<file path="config.mk">
export PLATFORM = sky130hd
export DESIGN_NAME = lcr580_uart_port_flat
export DESIGN_NICKNAME = d
export VERILOG_FILES = /design/src/rtl/lcr580_uart_port_if.sv /design/src/rtl/lcr580_uart_port.sv /design/src/flat_wrapper.sv
export SDC_FILE = /design/constraint.sdc
export NUM_CORES = 1
export LEC_CHECK = 0
export ABC_AREA = 0
export CAP_MARGIN = 40
export CORE_ASPECT_RATIO = 0.7
export CORE_MARGIN = 2
export CORE_UTILIZATION = 30
export CTS_CLUSTER_DIAMETER = 50
export DETAILED_ROUTE_END_ITERATION = 10
export GPL_TIMING_DRIVEN = 0
export HOLD_SLACK_MARGIN = 0.12
export SLEW_MARGIN = 20
export SYNTH_ARGS = -nofsm -noshare
export SYNTH_HDL_FRONTEND = slang
export SYNTH_SLANG_ARGS = --single-unit
</file>
<file path="constraint.sdc">
create_clock -name clock -period 3.3 [get_ports clock]
set_clock_uncertainty 0.05 [all_clocks]
set_input_delay 0.66 -clock clock [delete_from_list [all_inputs] [get_ports clock]]
set_output_delay 0.66 -clock clock [all_outputs]
set_load 0.02 [all_outputs]
</file>
<file path="src/rtl/lcr580_uart_port_if.sv">
// LCR580 CPU port-bus bundle: strobes, address and write data from the CPU,
// and combinational read data back to it.
interface lcr580_uart_port_if;
    logic        ce;
    logic [15:0] address;
    logic [7:0]  out;
    logic        port_we;
    logic        port_rd;
    logic [7:0]  port_in;

    modport master (output ce, address, out, port_we, port_rd, input port_in);
    modport slave  (input ce, address, out, port_we, port_rd, output port_in);
endinterface

</file>
<file path="src/rtl/lcr580_uart_port.sv">
// 8N1 UART on the LCR580 port bus: data port at BASE, status at BASE+1, TX/RX FIFOs.
// Optional interrupt-enable register and irq output at BASE+2 under LCR_UART_IRQ_EN.
module lcr580_uart_port #(
    parameter logic [7:0]  BASE       = 8'h10,
    parameter int unsigned DIVISOR    = 217,
    parameter int unsigned DEPTH_LOG2 = 3
) (
    input  logic              clock,
    input  logic              reset,
    lcr580_uart_port_if.slave bus,
    input  logic              rxd,
    output logic              txd,
    output logic              irq
);
    localparam int unsigned DEPTH     = 1 << DEPTH_LOG2;
    localparam logic [15:0] BIT_LAST  = 16'(DIVISOR - 1);
    localparam logic [15:0] BIT_HALF  = 16'(DIVISOR / 2);
    localparam logic [7:0]  STAT_ADDR = BASE + 8'd1;

    typedef logic [DEPTH_LOG2:0] ptr_t;
    typedef enum logic [1:0] {TX_IDLE, TX_START, TX_DATA, TX_STOP} tx_state_t;
    typedef enum logic [2:0] {RX_IDLE, RX_START, RX_DATA, RX_STOP, RX_WAIT} rx_state_t;

    logic hit_data_s, hit_stat_s, rd_data_s, wr_data_s, rd_stat_s;
    logic unused_addr_s;
    assign hit_data_s    = (bus.address[7:0] == BASE);
    assign hit_stat_s    = (bus.address[7:0] == STAT_ADDR);
    assign rd_data_s     = bus.ce & bus.port_rd & hit_data_s;
    assign wr_data_s     = bus.ce & bus.port_we & hit_data_s;
    assign rd_stat_s     = bus.ce & bus.port_rd & hit_stat_s;
    assign unused_addr_s = ^bus.address[15:8];

    logic [7:0] tx_mem_q [DEPTH];
    logic [7:0] rx_mem_q [DEPTH];
    ptr_t       tx_wp_q, tx_rp_q, rx_wp_q, rx_rp_q;
    logic       tx_empty_s, tx_full_s, rx_empty_s, rx_full_s;
    logic       tx_push_s, tx_pop_s, rx_push_s, rx_pop_s;
    logic [7:0] tx_head_s, rx_head_s;

    assign tx_empty_s = (tx_wp_q == tx_rp_q);
    assign rx_empty_s = (rx_wp_q == rx_rp_q);
    assign tx_full_s  = (tx_wp_q[DEPTH_LOG2] != tx_rp_q[DEPTH_LOG2]) &&
                        (tx_wp_q[DEPTH_LOG2-1:0] == tx_rp_q[DEPTH_LOG2-1:0]);
    assign rx_full_s  = (rx_wp_q[DEPTH_LOG2] != rx_rp_q[DEPTH_LOG2]) &&
                        (rx_wp_q[DEPTH_LOG2-1:0] == rx_rp_q[DEPTH_LOG2-1:0]);
    assign tx_head_s  = tx_mem_q[tx_rp_q[DEPTH_LOG2-1:0]];
    assign rx_head_s  = rx_mem_q[rx_rp_q[DEPTH_LOG2-1:0]];
    assign tx_push_s  = wr_data_s & ~tx_full_s;
    assign rx_pop_s   = rd_data_s & ~rx_empty_s;

    tx_state_t   tx_state_q;
    logic [15:0] tx_cnt_q;
    logic [7:0]  tx_shift_q;
    logic [2:0]  tx_bit_q;
    logic        txd_q, tx_bit_end_s, tx_idle_s;

    assign tx_bit_end_s = (tx_cnt_q == 16'd0);
    // The shifter reloads straight from the end of a stop bit, so queued bytes go out without an idle gap.
    assign tx_pop_s     = ~tx_empty_s & ((tx_state_q == TX_IDLE) |
                                         ((tx_state_q == TX_STOP) & tx_bit_end_s));
    assign tx_idle_s    = tx_empty_s & (tx_state_q == TX_IDLE);

    rx_state_t   rx_state_q;
    logic [15:0] rx_cnt_q;
    logic [7:0]  rx_shift_q;
    logic [2:0]  rx_bit_q;
    logic        rx_meta_q, rxs_q, rx_bit_end_s, rx_stop_ok_s, rx_frame_err_s, overrun_set_s;
    logic        overrun_q, framing_q;

    assign rx_bit_end_s   = (rx_cnt_q == 16'd0);
    assign rx_stop_ok_s   = (rx_state_q == RX_STOP) & rx_bit_end_s & rxs_q;
    assign rx_frame_err_s = (rx_state_q == RX_STOP) & rx_bit_end_s & ~rxs_q;
    // A full RX FIFO still accepts the byte when the CPU pops in the same cycle.
    assign rx_push_s      = rx_stop_ok_s & (~rx_full_s | rx_pop_s);
    assign overrun_set_s  = rx_stop_ok_s & rx_full_s & ~rx_pop_s;

    // FIFO storage writes
    always_ff @(posedge clock) begin
        if (tx_push_s) tx_mem_q[tx_wp_q[DEPTH_LOG2-1:0]] <= bus.out;
        if (rx_push_s) rx_mem_q[rx_wp_q[DEPTH_LOG2-1:0]] <= rx_shift_q;
    end

    // FIFO pointers
    always_ff @(posedge clock or posedge reset) begin
        if (reset) begin
            tx_wp_q <= '0;
            tx_rp_q <= '0;
            rx_wp_q <= '0;
            rx_rp_q <= '0;
        end else begin
            if (tx_push_s) tx_wp_q <= tx_wp_q + 1'b1;
            if (tx_pop_s)  tx_rp_q <= tx_rp_q + 1'b1;
            if (rx_push_s) rx_wp_q <= rx_wp_q + 1'b1;
            if (rx_pop_s)  rx_rp_q <= rx_rp_q + 1'b1;
        end
    end

    // TX frame sequencer; txd is registered and forced high by reset
    always_ff @(posedge clock or posedge reset) begin
        if (reset) begin
            tx_state_q <= TX_IDLE;
            tx_cnt_q   <= 16'd0;
            tx_shift_q <= 8'h00;
            tx_bit_q   <= 3'd0;
            txd_q      <= 1'b1;
        end else begin
            case (tx_state_q)
                TX_IDLE: begin
                    if (tx_pop_s) begin
                        tx_shift_q <= tx_head_s;
                        tx_cnt_q   <= BIT_LAST;
                        txd_q      <= 1'b0;
                        tx_state_q <= TX_START;
                    end
                end
                TX_START: begin
                    if (tx_bit_end_s) begin
                        tx_cnt_q   <= BIT_LAST;
                        tx_bit_q   <= 3'd0;
                        txd_q      <= tx_shift_q[0];
                        tx_shift_q <= {1'b0, tx_shift_q[7:1]};
                        tx_state_q <= TX_DATA;
                    end else begin
                        tx_cnt_q <= tx_cnt_q - 16'd1;
                    end
                end
                TX_DATA: begin
                    if (tx_bit_end_s) begin
                        tx_cnt_q <= BIT_LAST;
                        if (tx_bit_q == 3'd7) begin
                            txd_q      <= 1'b1;
                            tx_state_q <= TX_STOP;
                        end else begin
                            tx_bit_q   <= tx_bit_q + 3'd1;
                            txd_q      <= tx_shift_q[0];
                            tx_shift_q <= {1'b0, tx_shift_q[7:1]};
                        end
                    end else begin
                        tx_cnt_q <= tx_cnt_q - 16'd1;
                    end
                end
                TX_STOP: begin
                    if (tx_bit_end_s) begin
                        if (tx_pop_s) begin
                            tx_shift_q <= tx_head_s;
                            tx_cnt_q   <= BIT_LAST;
                            txd_q      <= 1'b0;
                            tx_state_q <= TX_START;
                        end else begin
                            tx_state_q <= TX_IDLE;
                        end
                    end else begin
                        tx_cnt_q <= tx_cnt_q - 16'd1;
                    end
                end
                default: begin
                    txd_q      <= 1'b1;
                    tx_state_q <= TX_IDLE;
                end
            endcase
        end
    end

    // rxd synchroniser; resets to the idle level so no false start is seen
    always_ff @(posedge clock or posedge reset) begin
        if (reset) begin
            rx_meta_q <= 1'b1;
            rxs_q     <= 1'b1;
        end else begin
            rx_meta_q <= rxd;
            rxs_q     <= rx_meta_q;
        end
    end

    // RX frame sequencer; IDLE is only entered with rxs high, so a low level there is a falling edge
    always_ff @(posedge clock or posedge reset) begin
        if (reset) begin
            rx_state_q <= RX_IDLE;
            rx_cnt_q   <= 16'd0;
            rx_shift_q <= 8'h00;
            rx_bit_q   <= 3'd0;
        end else begin
            case (rx_state_q)
                RX_IDLE: begin
                    if (!rxs_q) begin
                        rx_cnt_q   <= BIT_HALF;
                        rx_state_q <= RX_START;
                    end
                end
                RX_START: begin
                    if (rx_bit_end_s) begin
                        if (rxs_q) begin
                            rx_state_q <= RX_IDLE;
                        end else begin
                            rx_cnt_q   <= BIT_LAST;
                            rx_bit_q   <= 3'd0;
                            rx_state_q <= RX_DATA;
                        end
                    end else begin
                        rx_cnt_q <= rx_cnt_q - 16'd1;
                    end
                end
                RX_DATA: begin
                    if (rx_bit_end_s) begin
                        rx_shift_q <= {rxs_q, rx_shift_q[7:1]};
                        rx_cnt_q   <= BIT_LAST;
                        if (rx_bit_q == 3'd7) rx_state_q <= RX_STOP;
                        else                  rx_bit_q   <= rx_bit_q + 3'd1;
                    end else begin
                        rx_cnt_q <= rx_cnt_q - 16'd1;
                    end
                end
                RX_STOP: begin
                    if (rx_bit_end_s) rx_state_q <= rxs_q ? RX_IDLE : RX_WAIT;
                    else              rx_cnt_q   <= rx_cnt_q - 16'd1;
                end
                RX_WAIT: begin
                    if (rxs_q) rx_state_q <= RX_IDLE;
                end
                default: rx_state_q <= RX_IDLE;
            endcase
        end
    end

    // Sticky error flags: a set in the same cycle as a status read wins over the clear
    always_ff @(posedge clock or posedge reset) begin
        if (reset) begin
            overrun_q <= 1'b0;
            framing_q <= 1'b0;
        end else begin
            overrun_q <= overrun_set_s  | (overrun_q & ~rd_stat_s);
            framing_q <= rx_frame_err_s | (framing_q & ~rd_stat_s);
        end
    end

    logic [7:0] status_s, port_in_s;
    assign status_s = {3'b000, framing_q, tx_idle_s, overrun_q, ~tx_full_s, ~rx_empty_s};

`ifdef LCR_UART_IRQ_EN
    logic [1:0] ier_q;
    logic       irq_q, hit_ier_s;
    assign hit_ier_s = (bus.address[7:0] == (BASE + 8'd2));

    // Interrupt enable register and registered interrupt request
    always_ff @(posedge clock or posedge reset) begin
        if (reset) begin
            ier_q <= 2'b00;
            irq_q <= 1'b0;
        end else begin
            if (bus.ce & bus.port_we & hit_ier_s) ier_q <= bus.out[1:0];
            irq_q <= (ier_q[0] & ~rx_empty_s) | (ier_q[1] & tx_idle_s);
        end
    end
    assign irq = irq_q;
`else
    assign irq = 1'b0;
`endif

    // Read mux back to the CPU, valid in the strobe cycle
    always_comb begin
        port_in_s = 8'hFF;
        if (hit_data_s) begin
            if (rx_empty_s) port_in_s = 8'h00;
            else            port_in_s = rx_head_s;
        end else if (hit_stat_s) begin
            port_in_s = status_s;
`ifdef LCR_UART_IRQ_EN
        end else if (hit_ier_s) begin
            port_in_s = {6'b000000, ier_q};
`endif
        end else begin
            port_in_s = 8'hFF;
        end
    end

    assign bus.port_in = port_in_s;
    assign txd         = txd_q;
endmodule
</file>
<file path="src/flat_wrapper.sv">
// flat-port wrapper written by rule: the top's interface ports become plain ports
module lcr580_uart_port_flat 
#(
    parameter logic [7:0]  BASE       = 8'h10,
    parameter int unsigned DIVISOR    = 217,
    parameter int unsigned DEPTH_LOG2 = 3
)
  (clock, reset, rxd, txd, irq, bus_ce, bus_address, bus_out, bus_port_we, bus_port_rd, bus_port_in);
  lcr580_uart_port_if bus_i ();
  input  logic clock;
  input  logic reset;
  input  logic rxd;
  output logic txd;
  output logic irq;
  input wire logic [$bits(bus_i.ce)-1:0] bus_ce;
  input wire logic [$bits(bus_i.address)-1:0] bus_address;
  input wire logic [$bits(bus_i.out)-1:0] bus_out;
  input wire logic [$bits(bus_i.port_we)-1:0] bus_port_we;
  input wire logic [$bits(bus_i.port_rd)-1:0] bus_port_rd;
  output wire logic [$bits(bus_i.port_in)-1:0] bus_port_in;
  assign bus_i.ce = bus_ce;
  assign bus_i.address = bus_address;
  assign bus_i.out = bus_out;
  assign bus_i.port_we = bus_port_we;
  assign bus_i.port_rd = bus_port_rd;
  assign bus_port_in = bus_i.port_in;
  lcr580_uart_port #(.BASE(BASE), .DIVISOR(DIVISOR), .DEPTH_LOG2(DEPTH_LOG2)) u_core (.clock(clock), .reset(reset), .bus(bus_i), .rxd(rxd), .txd(txd), .irq(irq));
endmodule
</file>
==> results of run 1 <==
-- state kept, by name, indices dropped and copies added (netlist names) --
signal             flops
u_core.framing_q       1
u_core.overrun_q       1
u_core.rx_bit_q        3
u_core.rx_cnt_q       16
u_core.rx_mem_q       64
u_core.rx_meta_q       1
u_core.rx_rp_q         4
u_core.rx_shift_q      8
u_core.rx_state_q      3
u_core.rx_wp_q         4
u_core.rxs_q           1
u_core.tx_bit_q        3
u_core.tx_cnt_q       16
u_core.tx_mem_q       64
u_core.tx_rp_q         4
u_core.tx_shift_q      8
u_core.tx_state_q      2
u_core.tx_wp_q         4
u_core.txd             1
-- timing repair --
item,in CTS,in global routing
pin swaps,1,2
resized for setup,35,20
endpoints found under the setup margin,61,60
buffers inserted,0,2
endpoints found under the hold margin,0,0
-- layer usage --
metal  wire [um]  global-route usage (%)
met5           0                       0
met4         242                    2.02
met3         758                    2.55
met2        8560                    18.4
met1       10100                    18.5
-- metrics by stage --
stage / setup TNS [ns] / std cells
finish: 0 / 1179
global route: -2.04 / 1179
CTS: -0.0254 / 1177
detailed placement: -57.88 / 1135
global placement: -191.45 / 1121
floorplan: 0 / 671
-- worst min path at each step --
| stage | slack [ns] | end | cells past startpoint | startpoint |
|---|---|---|---|---|
| 3_5_place_dp | 0.30 | u_core.rxs_q | 0 | u_core.rx_meta_q |
| 6_report | 0.30 | u_core.rxs_q | 0 | u_core.rx_meta_q |
| 2_1_floorplan | 0.30 | u_core.rxs_q | 0 | u_core.rx_meta_q |
| 4_1_cts | 0.31 | u_core.rxs_q | 0 | u_core.rx_meta_q |
| 3_3_place_gp | 0.30 | u_core.rxs_q | 0 | u_core.rx_meta_q |
| 5_1_grt | 0.31 | u_core.rxs_q | 0 | u_core.rx_meta_q |
-- synth_stat cells, types with 14 or more instances --
master    instances
a21oi_1          27
clkbuf_1         19
dfrtp_1          77
edfxtp_1        128
ha_1             16
inv_1            14
mux2_2           21
mux2i_1          18
mux4_2           32
nand2_1          35
nor2_1           35
nor3_1           15
o21ai_0          39
xor2_1           14
-- power by group through the flow --
stage / clock [W] / sequential (W) / combinational, W
CTS: 0.00264 / 0.00313 / 0.00217
floorplan: 0 / 0.00314 / 0.00163
detailed placement: 0 / 0.00317 / 0.00215
global placement: 0 / 0.00317 / 0.00210
global route: 0.00275 / 0.00316 / 0.00243
finish: 0.00258 / 0.00313 / 0.00217
-- layout make-up --
class                      count  share of cell area, %
buffer                        26                   1.23
clock buffer                  27                   5.61
clock inverter                17                   1.30
inverter                      14                  0.488
multi-input combinational    420                   31.0
sequential                   208                   51.8
tap                          420                   4.65
timing repair buffer          47                   3.96
-- logic make-up (layout without fill, tap and decap cells) --
family | after synthesis | in the layout | synth area share [%]
multiplexers | 72 | 72 | 12.2
XOR/XNOR | 25 | 25 | 2.32
other | 1 | 1 | 0.0397
flip-flops | 208 | 208 | 62.0
buffers and inverters | 43 | 131 | 1.88
AO/OA/AOI/OAI | 128 | 128 | 8.89
adder cells (fa/ha/maj) | 16 | 16 | 2.12
AND/OR/NAND/NOR | 178 | 178 | 10.6
==> results.txt, run 1 <==
----------------------------------------------------
[Final layout]
  Share of post-route cells with drive strength above 1 ... a little over a fifth
  Net count, final ... around 790
  Number of filler instances in the final layout ... between 2000 and 3000
  Multi-input gate area ... ~3500 sq um
  Sequential cell area ... approximately 5800 sq um
  P&R area growth vs syn ... 19.6%
  Share of the core filled with cells ... 36.3%
  Number of inserted diodes ... 0
  Most frequent cells in the layout ... edfxtp_1, dfrtp_1, o21ai_0, nand2_1, mux4_2
  Most common cell after layout, fill and taps aside ... edfxtp_1
  Post-Layout Inst Area ... ~11000 sq um

[CTS]
  Clock sinks ... between 200 and 250
  TritonCTS clock tree ... done
  Clock tree root driver cell ... clkbuf_16
  Count of hold-fix buffers inserted at cts ... 0
  Maximum clock path buffer count ... 3
  H-tree depth reported by CTS ... 1
  Clock insertion delay at the later pin of the skew report ... roughly 0.52 ns
  Number of CTS-inserted buffers ... 24
  Clk pin slew, worst setup/hold paths ... approximately 0.06 ns

[Global route]
  Number of antenna violations at the first check in global routing ... 0
  Via count of the first global-routing pass ... approximately 5800
  Global-route usage over all layers ... roughly 12%
  Total grt overflow ... 0
  Pin count of the biggest net entering global routing ... 49
  Global-route wire length before repair ... 32500 um

[Logic synthesis]
  Post-synth top area share ... 40.7%
  Warning count from the yosys run ... 0
  Syn Area/Cell ... 14.1 sq um
  Most used DFF post-synth ... edfxtp_1
  Portion of the post-synthesis area used by sequential elements ... a little over 60%
  Gate count of the mapped netlist ... 671
  Post-synth ARST share ... a little under 40%
  Biggest area consumer among synthesized cells ... edfxtp_1
  Flip-flop and latch count after synthesis ... 208
  Synth cell types ... 71
  Area of the mapped netlist ... 9440 sq um
  Area contributors post-synth ... edfxtp_1, dfrtp_1, mux4_2
  Syn_nets ... approximately 700
  Number of flops mapped to enable cells by yosys ... around 130

[Route]
  Routed wire length ... just under 20000 um
  Final antenna-violating net count ... 0
  Total number of vias ... 5688
  DR WL/cell ... between 15 and 20 um
  Total DRC errors in the routed layout ... 0
  Drt initial violations ... just under 400
  Number of vias per cell after detailed routing ... slightly below 5
  1st-pass router iterations ... 4

[STA]
  Max-slew violations ... 0
  Final clock period utilization by the worst path ... 99.0%
  Worst hold slack ... around 0.30 ns
  Min cycle time layout ... around 3.3 ns
  Worst-case setup margin in the final layout ... around 0.032 ns
  Number of setup violations in the final report ... 0
  Setup repair after global routing missed its margin ... yes
  Final Hold Vio Count ... 0
  Slew at the pin closest to its max-slew limit ... ~0.80 ns
  Peak Freq ... 306 MHz
  Worst max-slew margin expressed relative to the limit ... 46.0%

[Setup path]
  Element type at the critical path end ... flip-flop
  Critical path type ... flip-flop to flip-flop
  Family of cells with the greatest summed delay on the critical path ... simple AND/OR/NAND/NOR gates
  Slack of the worst reg-to-reg path ... 0.03 ns
  Critical Path Fanout Max ... 8
  Logic depth of the worst register-to-register path ... 7
  Startpoint Class ... flip-flop
  Crit Reg-Reg Startpoint ... u_core.rx_cnt_q[6]
  Arrival time at the worst endpoint ... around 3.4 ns
  CP Capture Point ... u_core.rx_mem_q[2][1]
  Required time worst endpoint ... ~3.4 ns
  Number of buffer and inverter stages on the critical path ... 2
  Reg-to-reg endpoint ... u_core.rx_mem_q[2][1]
  Max incr delay on CP ... between 0.5 and 0.6 ns
  Critical Path, Cell by Cell ... or4_1 > buf_2 > or4_4 > buf_6 > nor3_4 > nand3b_1 > nor2_2
  Crit path max-delay cell type ... nor2_2
  Stages on the worst setup path ... 7
  Setup crit start ... u_core.rx_cnt_q[6]

[Placed design]
  Dpl hpwl ... 13700 um
  Global placer's final weighted congestion ... between 0.7 and 0.8
  Buffers on Ports ... 30
  Placed Instance Area ... 10400 sq um
  Pre-CTS setup slack ... -0.816 ns

[Die]
  Chip Height ... 152 um
  Initial core utilization ... a little under a third
  Core Area ... around 31000 sq um
  Die width ... 216 um
  Die footprint ... about 33000 sq um
  IO Pins ... 40
  Std-Cell Rows ... 54

[Power]
  Power Internal ... approximately 0.0054 W
  Leakage Power ... ~4.4 nW
  Net switching power ... around 0.0025 W
  Clock power share ... about a third
  Total Power ... between 0.007 and 0.008 W
  Fraction of power consumed by sequential logic ... 39.7%
  Worst IR drop on VDD ... 0.000442 V
  Fraction of power consumed by combinational cells ... approximately 28%
  P per Cell Area ... roughly 700 nW/um^2
  Net switching share of the total power ... approximately a third

[Worst hold path]
  Worst Hold Class ... flip-flop to flip-flop

[Run]
  Max-Cap Viols ... 0

[Outcome]
  Run status ... finished clean

----------------------------------------------------
(Power assumes the default switching activity.)
==> run 2, diff against run 1 <==
--- a/config.mk
+++ b/config.mk
@@ -13,7 +13,7 @@
 export CTS_CLUSTER_DIAMETER = 50
 export DETAILED_ROUTE_END_ITERATION = 10
 export GPL_TIMING_DRIVEN = 0
-export HOLD_SLACK_MARGIN = 0.12
+export HOLD_SLACK_MARGIN = 0.08
 export SLEW_MARGIN = 20
 export SYNTH_ARGS = -nofsm -noshare
 export SYNTH_HDL_FRONTEND = slang
==> results of run 2 <==
Final layout, timing and power as in run 1 (identical DEF).
